`src/rtl/acc_drain.sv`:
```
// acc_drain: repeated-subtraction unsigned divider.
// Latches a dividend and a divisor on start, then removes one divisor from
// the running residue per clock. The number of removals becomes the quotient
// and the final residue becomes the remainder. A zero divisor skips the
// drain and reports err with an all-ones quotient.
module acc_drain #(
   parameter int WIDTH = 4
) (
   input  logic             clk,
   input  logic             rst_n,      // active-high asynchronous reset
   input  logic             start,
   input  logic [WIDTH-1:0] dividend,
   input  logic [WIDTH-1:0] divisor,
   output logic             busy,
   output logic             done,
   output logic             err,
   output logic [WIDTH-1:0] quotient,
   output logic [WIDTH-1:0] remainder
);

   typedef enum logic [1:0] {
      IDLE = 2'd0,
      BUSY = 2'd1,
      DONE = 2'd2
   } state_t;

   state_t           state;
   state_t           next_state;
   logic [WIDTH-1:0] r;          // running residue
   logic [WIDTH-1:0] d;          // latched step size
   logic             can_sub;

   // Because subtraction only happens while r >= d, r - d never underflows.
   assign can_sub = (r >= d);

   // State register.
   always_ff @(posedge clk or posedge rst_n) begin
      if (rst_n) begin
         state <= IDLE;
      end else begin
         state <= next_state;
      end
   end

   // Next-state logic. A zero divisor bypasses BUSY and goes straight to DONE.
   always_comb begin
      next_state = state;
      unique case (state)
         IDLE: begin
            if (start) begin
               next_state = (divisor == '0) ? DONE : BUSY;
            end
         end
         BUSY: begin
            if (!can_sub) begin
               next_state = DONE;
            end
         end
         DONE:    next_state = IDLE;
         default: next_state = IDLE;
      endcase
   end

   // Status flags are registered from the next state so they line up with the state.
   always_ff @(posedge clk or posedge rst_n) begin
      if (rst_n) begin
         busy <= 1'b0;
         done <= 1'b0;
      end else begin
         busy <= (next_state == BUSY);
         done <= (next_state == DONE);
      end
   end

   // Operand latch, drain loop and result registers.
   // Results hold through DONE and IDLE until the next accepted start.
   always_ff @(posedge clk or posedge rst_n) begin
      if (rst_n) begin
         r         <= '0;
         d         <= '0;
         quotient  <= '0;
         remainder <= '0;
         err       <= 1'b0;
      end else begin
         unique case (state)
            IDLE: begin
               if (start) begin
                  r        <= dividend;
                  d        <= divisor;
                  quotient <= '0;
                  err      <= 1'b0;
                  if (divisor == '0) begin
                     err       <= 1'b1;
                     quotient  <= '1;
                     remainder <= dividend;
                  end
               end
            end
            BUSY: begin
               if (can_sub) begin
                  r        <= r - d;
                  quotient <= quotient + WIDTH'(1);
               end else begin
                  remainder <= r;
               end
            end
            default: begin
            end
         endcase
      end
   end

endmodule

```
`config.mk`:
```
export PLATFORM = sky130hd
export DESIGN_NAME = acc_drain
export DESIGN_NICKNAME = d
export VERILOG_FILES = /design/src/rtl/acc_drain.sv
export SDC_FILE = /design/constraint.sdc
export NUM_CORES = 1
export LEC_CHECK = 0
export ABC_AREA = 1
export BUFFER_PORTS_ARGS = -buffer_cell sky130_fd_sc_hd__buf_4
export CORE_ASPECT_RATIO = 0.5
export CORE_MARGIN = 2
export CORE_UTILIZATION = 25
export DETAILED_ROUTE_END_ITERATION = 6
export PLACE_DENSITY = 0.46
export SYNTH_ARGS = -nofsm -noshare
export SYNTH_HDL_FRONTEND = slang
export SYNTH_SLANG_ARGS = --single-unit
```
`constraint.sdc`:
```
create_clock -name clk -period 4.28 [get_ports clk]
set_input_delay 0.214 -clock clk [delete_from_list [all_inputs] [get_ports clk]]
set_output_delay 0.214 -clock clk [all_outputs]
set_load 0.01 [all_outputs]
```
# Word-level counts from Yosys, hierarchy flattened
# Cells that the tools add are included.
dict set report totals {
  ff_bits 21
  latch_bits 0
  ramBits 0
  mem_bits_ro 0
  inputBits 11
  out_inout_bits 11
  elab_cells 40
  n_memories 0
}
dict set report classes {
  add_sub_neg 2
  mul 0
  div_mod_pow 0
  n_lt_le_gt_ge 1
  eq_ne 7
  shifts 0
  n_mux 16
  bitwise 0
  n_reduce_logical 6
}
# op n
set op_table {}
lappend op_table {{2-to-1 mux 4 bit} 8}
lappend op_table {{case mux 4 bit (2 select lines)} 3}
lappend op_table {{inequality test 2 bit, second input constant} 4}
lappend op_table {{2-to-1 mux 2 bit} 3}
lappend op_table {{adder 4 x 1 -> 4 bit, second input constant} 1}
lappend op_table {{== test 2 x 1 -> 1 bit, second input constant} 2}
lappend op_table {{>= comparator 4 bit} 1}
lappend op_table {{logical NOT 4 bit} 1}
lappend op_table {{case mux 2 bit (2 select lines)} 1}
lappend op_table {{AND reduction 4 bit} 1}
lappend op_table {{subtractor 4 bit} 1}
lappend op_table {{AND reduction 3 bit} 1}
lappend op_table {{== test 2 bit, second input constant} 1}
lappend op_table {{logical NOT 2 bit} 1}
lappend op_table {{AND reduction 2 bit} 1}
lappend op_table {{nonzero test 2 bit} 1}
lappend op_table {{2-to-1 mux 1 bit} 1}

# Logic depth before layout (Yosys ltp)
# Gate-level depths: netlist of run 1.
dict set report logic_depth {
  ltp_word 5
  mapped_depth 13
  mapped_depth_nobuf 12
}

# Worst setup path before layout of run 1
# No wires, ideal clock.
dict set report synth_timing {
  path_type {reg-to-reg}
  startpoint {reg r[0]}
  endpoint {reg r[0]}
  setup_time_ns 0.118
  arrival_ns 1.645
  required_ns 4.162
  setup_slack_ns 2.517
  path_stages_with_launch 14
  path_buffers 1
  synth_period_minus_slack_ns 1.763
  cell_sequence {dfrtp_1 -> inv_1 -> ha_1 -> inv_1 -> fa_1 -> inv_1 -> nand2_1 -> nand3_1 -> nand2_1 -> nand2_4 -> nand2_4 -> buf_12 -> nand2_1 -> o21ai_2}
}
dict set report synth_via {
  elab_chain_len 3
  elab_cells_between_ends 6
  cone_classes {add/sub: 1; order compare: 1; eq/ne: 1; mux: 2; reduce/logical: 1}
}
# item line_no
set synth_lines {}
lappend synth_lines {{from (decl)} 29} ;# logic [WIDTH-1:0] r;
lappend synth_lines {{from (signal assigned)} 88} ;# r <= dividend;
lappend synth_lines {{from (signal assigned)} 101} ;# r <= r - d;
lappend synth_lines {{subtractor 4 bit or >= comparator 4 bit (tied branches)} {101, 34}}
lappend synth_lines {{2-to-1 mux 4 bit or inequality test 2 bit (tied branches)} -}
lappend synth_lines {{case mux 4 bit (2 select lines) or AND reduction 3 bit (tied branches)} -}
# Parallel ways exist; a longest one is shown, timed or not. The select of a mux whose other input is x is not followed.
# A chain may end at the register's enable or synchronous reset.

# Final worst setup path of run 1
dict set report layout_timing {
  startpoint {reg r[0]}
  endpoint {reg r[2]}
}
# The elaborated chain is that of the path after synthesis.

==> results.md, run 1 <==
- Deepest clock path buffer count: 2
- # nets final: 179
- Cells after Synth: about 140
- CTS clk-pin slew, worst paths: around 80 ps
- Post-synthesis cell type count: 21
- Minimum clock period: 1890 ps
- Vias per cell: about 4.3
- CTS tree: built
- Antenna Cells: 0
- Initial antenna violation count: 0
- HPWL Detailed: between 1500 and 2000 microns
- Cts bufs inserted: 3
- Sequence of cells on the critical path: inv_1 -> ha_1 -> inv_1 -> fa_1 -> inv_1 -> nand2_1 -> nand3_1 -> nand2_1 -> nand2_4 -> nand2_4 -> nand2_1 -> o21ai_0
- Synth Cell Area: 1170 sq um
- Synthesis Warnings: 0
- Switch Pwr: approximately 0.00048 W
- Global route overflow: 0
- Height of the die: about 52 microns
- Most common cell after layout, fill and taps aside: nand2_1
- Global Route Usage Sum: between 10% and 20%
- Share of cells above drive strength 1: between 20% and 30%
- Avg WL per Cell: about 11 microns
- Critical path arrival: between 2000 and 2500 ps
- Iteration-0 DRC Markers: 28
- WP depth: 12
- P per Cell Area: about 750 nW/um^2
- Via count: around 940
- Max Clock Skew: around 1.5 ps
- H-Tree Depth: 1
- Post-cts hold buffer count: 0
- Family with the most delay on the worst path: simple AND/OR/NAND/NOR gates
- Fin. Hold Viols: 0
- Final wirelength: around 2500 microns
- I/O Pins: 22
- Sw Ratio: between 40 and 50%
- Comb pwr share: 55.6%
- Max Freq: around 0.53 GHz
- Final setup violation count: 0
- Slew Limit Fails: 0
- Final ANT Viol Nets: 0
- Number of buffer and inverter stages on the critical path: 3
- # rows: 17
- Sequential Power Share: between 30% and 40%
- Worst path required time: approximately 4400 ps
- RSZ-0062 raised after global routing: false
- Syn nets: about 160
- R2R Setup Slk: 2390 ps
- RR Endpoint: r[2]
- Slew margin rel.: between 40% and 50%
- Worst r2r path cells: 12
- CP max FO: 11
- Starting Density: 26.3%
- Layout area overhead: 21.3%
- Critical path's slowest cell: fa_1
- Most frequent cells in the layout: 49 x nand2_1, 21 x dfrtp_1, 21 x buf_4, 15 x nand3_1, 14 x o21ai_0
- Crit. Startpoint: r[0]
- Worst setup SP type: flip-flop
- Setup CP Type: flip-flop to flip-flop
- Clock root buffer master: clkbuf_8
- DRT Pass-1 Iters: 4
- Setup bufs post-CTS: 0
- Worst Tran Pin Value: approximately 820 ps
- Number of global-route vias before repair: roughly 940
- CP endpoint kind: flip-flop
- VDD IR max: approximately 0.00017 V
- Skew-Pair Late Insertion Delay: approximately 260 ps
- Int Power: between 0.0005 and 0.0006 W
- Worst path max stage delay: 390 ps
- Hold WC Path Type: input pin to async pin
- CTS Sinks: 21
- Leak pwr: 0.768 nW
- Max_cap viols: 0
- Clock share of power: between 10% and 20%
- Filler instances: around 500
- Final Total Pwr: 0.00106 W
- Sequential element share of the synthesized area: 45.0%
- R2r startpoint: r[0]
- #FFs+latches synth: 21
- Port Buffers: 21
- Cts repair resizes: 0
- First-pass GRT wire length: around 4400 microns
- Die width: about 100 microns
- Setup TNS: 0 ps
- Status: complete, no violations
- Die area: approximately 5300 sq um
- DR DRC count: 0
- Final Cycle Share: roughly 44%
- Post-synthesis average cell area: approximately 8.5 sq um
- Largest net degree at the start of global routing: 22
- Core region area: approximately 4400 sq um
- CP endpoint: r[2]
- GPL Wtd Cong: around 0.81
==> worst register-to-register path: cells and delay by family (launching register included) <==
kind | cells | cell delay [ps]
simple gates | 6 | 570
fa+ha+maj | 2 | 540
compound gates | 1 | 70
buf+inv | 3 | 220
flops | 1 | 370
==> per-stage QoR <==
step           hold WS [ps]  util, %  setup WS (ps)  std cells  area [sq um]
2_1_floorplan           191        -           2520        138          1170
3_3_place_gp            435     30.9           2410        214          1370
3_5_place_dp            442     30.9           2410        214          1370
4_1_cts                 163     31.9           2400        218          1420
5_1_grt                 174     31.9           2190        218          1420
6_report                111     31.9           2390        218          1420
==> kinds of logic (layout without fill, tap and decap cells) <==
kind of cell             count (synthesis)  in the layout  share of synthesized area (%)
adder cells (fa/ha/maj)                  6              6                           7.07
flip-flops                              21             21                           45.0
AO/OA/AOI/OAI                           18             18                           8.35
XOR/XNOR                                 2              2                           1.50
AND/OR/NAND/NOR                         74             74                           30.7
buffers and inverters                   17             40                           7.39
==> sequential cells by signal, indices dropped and copies added, names as in the netlist <==
name       cells
remainder      4
err            1
quotient       4
state          2
d              4
busy           1
done           1
r              4
==> cells in the mapped netlist, drive strengths merged <==
library cell	number	area share, %
a21oi	2	0.86
buf	2	2.1
dfrtp	21	45
fa	1	1.7
ha	5	5.4
inv	15	5.2
nand2	53	19
nand3	15	6.4
nor2	4	3.3
nor3b	1	1.1
o21ai	16	7.5
or2	1	0.75
xnor2	2	1.5
==> routing by layer <==
layer / share of wire (%) / wire length (microns) / GRT usage [%]
met3: 2.6 / 64 / 2.80
met1: 53 / 1320 / 15.1
met2: 43 / 1070 / 17.2
met4: 0.77 / 19 / 1.37
met5: 0 / 0 / 0
==> power by group through the flow <==
stage / Sequential [W] / Combinational, W / Clock [W]
after floorplan: 0.000354 / 0.000448 / 0
after global placement: 0.000344 / 0.000601 / 0
after detailed placement: 0.000345 / 0.000598 / 0
after CTS: 0.000342 / 0.000600 / 0.000140
after global routing: 0.000352 / 0.000691 / 0.000152
final: 0.000340 / 0.000592 / 0.000133
==> layout make-up <==
cell class / instances / area, sq um / area share, %
multi-input cells: 100 / 557 / 39.3
flip-flops and latches: 21 / 526 / 37.1
repair buffers: 21 / 158 / 11.1
well taps: 57 / 71.3 / 5.03
inverters: 15 / 61.3 / 4.32
clock buffers: 4 / 45.0 / 3.18
==> worst min-delay path by stage <==
stage / from / end / slack [ps] / depth (start not counted)
2_1_floorplan: rst_n / busy / 190 / 1
5_1_grt: divisor[0] / d[0] / 170 / 3
3_5_place_dp: divisor[0] / d[0] / 440 / 3
3_3_place_gp: rst_n / quotient[1] / 440 / 2
4_1_cts: rst_n / quotient[0] / 160 / 2
6_report: rst_n / quotient[1] / 110 / 2
(Power assumes the default switching activity.)
==> inputs of run 2 (changes only) <==
clock period = 1.8 ns   (was 4.28 ns; I/O delays follow)
==> run 2 against run 1 <==
Total power increased to 2.8 times the previous value. Hold slack worse by 71 ps. Critical endpoint unchanged. Clock-buffer cell count did not move. Combinational power grew to 3.0 times the previous value. Critical path depth unchanged. Routed wire length grew 5.3%. Non-clock buffer count is 6 higher. Core utilization increased by 3.2 points. Die area did not move. Global-route usage is 0.17 points higher. Via count increased by 4.2%. Setup slack got worse by 2300 ps.
==> results.md, run 2 (synthesized netlist as in run 1, its figures left out) <==
- # nets final: 186 (+3.9%)
- VDD IR max: 0.000464 V (+180%)
- Crit. Startpoint: r[0]
- Vias per cell: 4.33 (+0.93%)
- Clock root buffer master: clkbuf_8
- Die area: 5270 sq um (unchanged)
- Max Clock Skew: 1.81 ps (+0.288 ps)
- Share of cells above drive strength 1: 31.0% (+8.6 points)
- Most common cell after layout, fill and taps aside: nand2_1
- Setup CP Type: flip-flop to flip-flop
- Skew-Pair Late Insertion Delay: 260 ps (about the same)
- Final core utilization: 35.1% (+3.2 points)
- Status: complete, no violations
- First-pass GRT wire length: 4310 microns (-1.3%)
- Global route overflow: 0 (unchanged)
- Final Cycle Share: 94.5% (+50 points)
- Height of the die: 52.3 microns (unchanged)
- Number of global-route vias before repair: 906 (-3.5%)
- CP max FO: 6 (-5)
- Layout area overhead: 33.5%
- Iteration-0 DRC Markers: 32 (+14%)
- Minimum clock period: 1700 ps (-189 ps)
- P per Cell Area: 1880 nW/um^2 (+150%)
- Fin. Hold Viols: 0 (unchanged)
- Slew margin rel.: 73.4% (+28 points)
- Die width: 101 microns (unchanged)
- Leak pwr: 0.810 nW (+5.6%)
- DR DRC count: 0 (unchanged)
- CTS Sinks: 21 (unchanged)
- Max Freq: 0.588 GHz (+11%)
- Final wirelength: 2600 microns (+5.3%)
- Critical path arrival: 1850 ps (-190 ps)
- GPL Wtd Cong: 0.791 (-2.8%)
- CTS clk-pin slew, worst paths: 80 ps (about the same)
- Max_cap viols: 0 (unchanged)
- I/O Pins: 22 (unchanged)
- HPWL Detailed: 1860 microns (-1.7%)
- Worst setup SP type: flip-flop
- Register Area: 526 sq um (unchanged)
- Worst path required time: 1950 ps (-2480 ps)
- Slew Limit Fails: 0 (unchanged)
- DRT Pass-1 Iters: 4 (unchanged)
- Initial antenna violation count: 0 (unchanged)
- CP endpoint kind: flip-flop
- Final setup violation count: 0 (unchanged)
- Port Buffers: 21 (unchanged)
- Deepest clock path buffer count: 2 (unchanged)
- R2r startpoint: r[0]
- Antenna Cells: 0 (unchanged)
- Global Route Usage Sum: 10.9% (+0.17 points)
- Final ANT Viol Nets: 0 (unchanged)
- RSZ-0062 raised after global routing: false
- H-Tree Depth: 1 (unchanged)
- Placed Area: 1400 sq um (+1.6%)
- Largest net degree at the start of global routing: 22 (unchanged)
- Worst Hold Launch: divisor[0]
- Most frequent cells in the layout: 45 x nand2_1, 25 x buf_4, 21 x dfrtp_1, 13 x nand3_1, 13 x o21ai_0
- Avg WL per Cell: 11.6 microns (+2.0%)
- Via count: 975 (+4.2%)
- Starting Density: 26.3% (unchanged)
- Cts bufs inserted: 3 (unchanged)
- Worst Tran Pin Value: 397 ps (-418 ps)
- # rows: 17 (unchanged)
- Area of the multi-input gates: 639 sq um (+15%)
- Fin area: 1560 sq um (+10%)
- CTS tree: built
- Filler instances: 469 (-5.4%)
- Core region area: 4450 sq um (unchanged)
- Hold WC Path Type: input pin to flip-flop
-- run 2: cell types whose count changed in the layout (fill, tap and decap cells not counted), moves of 2 or more --
| cell | change |
|---|---|
| nand2_2 | +2 |
| nand3_1 | -2 |
| nand2_1 | -4 |
| inv_1 | -2 |
| buf_4 | +4 |
| nand2_8 | +3 |
| inv_2 | +2 |
| nand3_2 | +2 |
-- run 2: timing repair --
item | in CTS | in global routing
hold endpoints to repair | 21 | 0
gates cloned | 0 | 1
gates resized for setup | 1 | 16
buffers inserted | 1 | 1
setup endpoints to repair | 5 | 15
hold buffers | 1 | 0
pin swaps | 0 | 3
-- run 2: cell type report --
class                      instances  area share (%)
sequential                        21            33.7
multi-input combinational        101            41.0
timing repair buffer              27            14.0
tap                               57            4.57
inverter                          15            3.93
clock buffer                       4            2.89
-- run 2: stage by stage --
| stage | TNS (ps) | cells | setup slack [ps] | power [W] | hold WS [ps] |
|---|---|---|---|---|---|
| after floorplan | 0 | 138 | 37.3 | 0.00191 | 66.5 |
| after global placement | -21.9 | 217 | -21.9 | 0.00229 | 151 |
| after detailed placement | 0 | 217 | 2.08 | 0.00227 | 154 |
| after CTS | 0 | 223 | 17.1 | 0.00270 | 40.1 |
| after global routing | 0 | 225 | 5.77 | 0.00323 | 46.3 |
| final | 0 | 225 | 98.3 | 0.00293 | 39.8 |
-- run 2: metal layers --
| metal | vias to the layer above | track usage [%] | wire length (microns) |
|---|---|---|---|
| met5 | - | 0 | 0 |
| met3 | 2 | 3.07 | 87 |
| met2 | 11 | 17.2 | 1180 |
| met1 | 461 | 14.6 | 1300 |
| met4 | 0 | 3.42 | 34 |
| li1 | 501 | - | - |
-- run 2: path summary, 6_finish.rpt --
kind | end | slack [ps] | depth (start not counted)
max | r[2] | 100 | 12
min reg2reg | err | 490 | 2
max reg2reg | r[2] | 100 | 12
max in group asynchronous | r[2] | 1170 | 4
min | d[0] | 40 | 3
min in group asynchronous | quotient[0] | 420 | 4
-- run 2: report_power, final --
group,internal [W],switching [W]
clock network,0.000158,0.000158
registers,0.000682,0.000135
logic,0.000766,0.00103
total,0.00161,0.00132
-- run 2: critical path: stages (launching register included) --
cell and delay [ps]:
dfrtp_1 370, inv_2 80, ha_4 130, inv_2 40, fa_2 350, inv_1 60, nand2_1 60, nand3_2 90
nand2_4 80, nand2_8 120, nand2_8 80, nand2_1 60, o21ai_0 60
==> inputs of run 3 (changes only) <==
CTS_BUF_LIST = sky130_fd_sc_hd__clkbuf_16   (was not set)
==> run 3 against run 2 <==
Routed wire length is 0.42% lower. Clock-buffer cell count is 1 lower. Largest power group unchanged. Final area is 1.8% higher. Highest routed layer is now met3. Fmax is 0.50% higher. Total power is 4.5% higher. Sequential power hardly changed. Sequential cell count stayed put. Hold slack better by 11 ps.
==> results.md, run 3 (synthesized netlist as in run 1, its figures left out) <==
- Status: complete, no violations
- Final ANT Viol Nets: 0 (unchanged)
- Area of the multi-input gates: 628 sq um (-1.8%)
- Sequential Power Share: 26.7% (-1.2 points)
- Slew margin rel.: 74.3% (+0.88 points)
- Number of global-route vias before repair: 882 (-2.6%)
- Slew Limit Fails: 0 (unchanged)
- CTS clk-pin slew, worst paths: 60 ps (-20 ps)
- Die area: 5270 sq um (unchanged)
- Dpl cells: 217 (unchanged)
- Max Clock Skew: 1.80 ps (-0.00964 ps)
- Critical path arrival: 1830 ps (-20 ps)
- RSZ-0062 raised after global routing: false
- CTS Sinks: 21 (unchanged)
- Dpl ws: 2.08 ps (unchanged)
- Setup TNS: 0 ps (unchanged)
- Cell Count, Final, Fillers Out: 227 (+0.89%)
- CP endpoint kind: flip-flop
- CTS tree: built
- P per Cell Area: 1930 nW/um^2 (+2.6%)
- VDD IR max: 0.000451 V (-2.8%)
- Final setup violation count: 0 (unchanged)
- Clock root buffer master: clkbuf_16
- Iteration-0 DRC Markers: 44 (+38%)
- HPWL Detailed: 1860 microns (unchanged)
- Core region area: 4450 sq um (unchanged)
- Switch Pwr: 0.00132 W (about the same)
- Global Route Usage Sum: 10.4% (-0.50 points)
- Register Area: 526 sq um (unchanged)
- Final wirelength: 2590 microns (-0.42%)
- Sw Ratio: 43.2% (-1.9 points)
- Share of cells above drive strength 1: 31.2% (+0.22 points)
- CP max FO: 8 (+2)
- H-Tree Depth: 1 (unchanged)
- Hold WS: 50.8 ps (+11.0 ps)
- Worst setup SP type: flip-flop
- # rows: 17 (unchanged)
- Largest net degree at the start of global routing: 22 (unchanged)
- Height of the die: 52.3 microns (unchanged)
- Worst path required time: 1940 ps (about the same)
- Setup ws final: 107 ps (+8.47 ps)
- Max_cap viols: 0 (unchanged)
- Via count: 978 (+0.31%)
- Vias per cell: 4.31 (-0.58%)
- Final Cycle Share: 94.1% (-0.47 points)
- DR DRC count: 0 (unchanged)
- Filler instances: 465 (-0.85%)
- DRT Pass-1 Iters: 4 (unchanged)
- Leak pwr: 0.833 nW (+2.7%)
- Initial antenna violation count: 0 (unchanged)
- GPL Wtd Cong: 0.791 (unchanged)
- I/O Pins: 22 (unchanged)
- Die width: 101 microns (unchanged)
- Antenna Cells: 0 (unchanged)
- # nets final: 188 (+1.1%)
- Port Buffers: 21 (unchanged)
- Avg WL per Cell: 11.4 microns (-1.3%)
- Starting Density: 26.3% (unchanged)
- Skew-Pair Late Insertion Delay: 250 ps (about the same)
- Fin. Hold Viols: 0 (unchanged)
- Int Power: 0.00174 W (+8.2%)
- Hold WC Path Type: input pin to flip-flop
- Most frequent cells in the layout: 46 x nand2_1, 27 x buf_4, 21 x dfrtp_1, 14 x o21ai_0, 13 x nand3_1
- Cts bufs inserted: 3 (unchanged)
- Deepest clock path buffer count: 2 (unchanged)
- Most common cell after layout, fill and taps aside: nand2_1
- Global route overflow: 0 (unchanged)
- Layout area overhead: 36.0%
- Final core utilization: 35.7% (+0.65 points)
- Minimum clock period: 1690 ps (-8.47 ps)
- Worst Tran Pin Value: 384 ps (-13.1 ps)
- Clock share of power: 15.3% (+4.5 points)
- First-pass GRT wire length: 4220 microns (-2.1%)
- Setup CP Type: flip-flop to flip-flop
- Comb pwr share: 57.9% (-3.4 points)
- Max Freq: 0.591 GHz (+0.50%)
## run 3: changes by cell type in the layout (fill, tap and decap cells not counted), sizes merged
cell	before	now
clkbuf	4	3
inv	15	16
buf	26	28
## run 3: layout make-up
| class | instances | share of cell area (%) |
|---|---|---|
| Tap cell | 57 | 4.49 |
| Clock buffer | 3 | 4.72 |
| Sequential cell | 21 | 33.1 |
| Clock inverter | 1 | 0.236 |
| Multi-Input combinational cell | 101 | 39.5 |
| Timing Repair Buffer | 29 | 14.1 |
| Inverter | 15 | 3.86 |
## run 3: what timing repair did
| action | in CTS | in global routing |
|---|---|---|
| pin swaps | 0 | 2 |
| endpoints found under the setup margin | 3 | 15 |
| setup buffers | 0 | 4 |
| hold endpoints to repair | 21 | 0 |
| gates resized for setup | 1 | 14 |
| gates cloned | 0 | 1 |
| hold buffers | 1 | 0 |
## run 3: routing by layer
metal  track usage, %  vias up  wire, microns
met3             2.67        0             76
met5                0        -              0
met4             1.37        0              0
li1                 -      508              -
met2             16.7       11           1170
met1             14.6      459           1340
## run 3: power groups by stage
| stage | sequential, W | combinational [W] | clock [W] |
|---|---|---|---|
| after floorplan | 0.000842 | 0.00107 | 0 |
| after global placement | 0.000820 | 0.00147 | 0 |
| after detailed placement | 0.000821 | 0.00145 | 0 |
| after CTS | 0.000814 | 0.00149 | 0.000481 |
| after global routing | 0.000845 | 0.00201 | 0.000510 |
| final | 0.000819 | 0.00177 | 0.000469 |
## run 3: critical path: stages (launching register included)
cell and delay, ps:
dfrtp_1 370, inv_2 80, ha_4 130, inv_2 40, fa_2 350, inv_1 60, nand2_1 60, nand3_2 90
nand2_4 80, nand2_8 120, nand2_8 80, nand2_1 60, o21ai_0 60
## run 3: final timing paths
kind / startpoint / endpoint / slack, ps / cells past startpoint
max: r[0] / r[2] / 110 / 12
min: divisor[0] / d[0] / 50 / 3
max reg2reg: r[0] / r[2] / 110 / 12
min reg2reg: err / err / 490 / 2
max in group asynchronous: rst_n / d[3] / 1150 / 4
min in group asynchronous: rst_n / quotient[0] / 430 / 4
## run 3: metrics by stage
step	total power [W]	cell area, sq um
global placement	0.00229	1400
floorplan	0.00191	1170
global route	0.00336	1590
detailed placement	0.00227	1400
CTS	0.00278	1490
finish	0.00306	1590
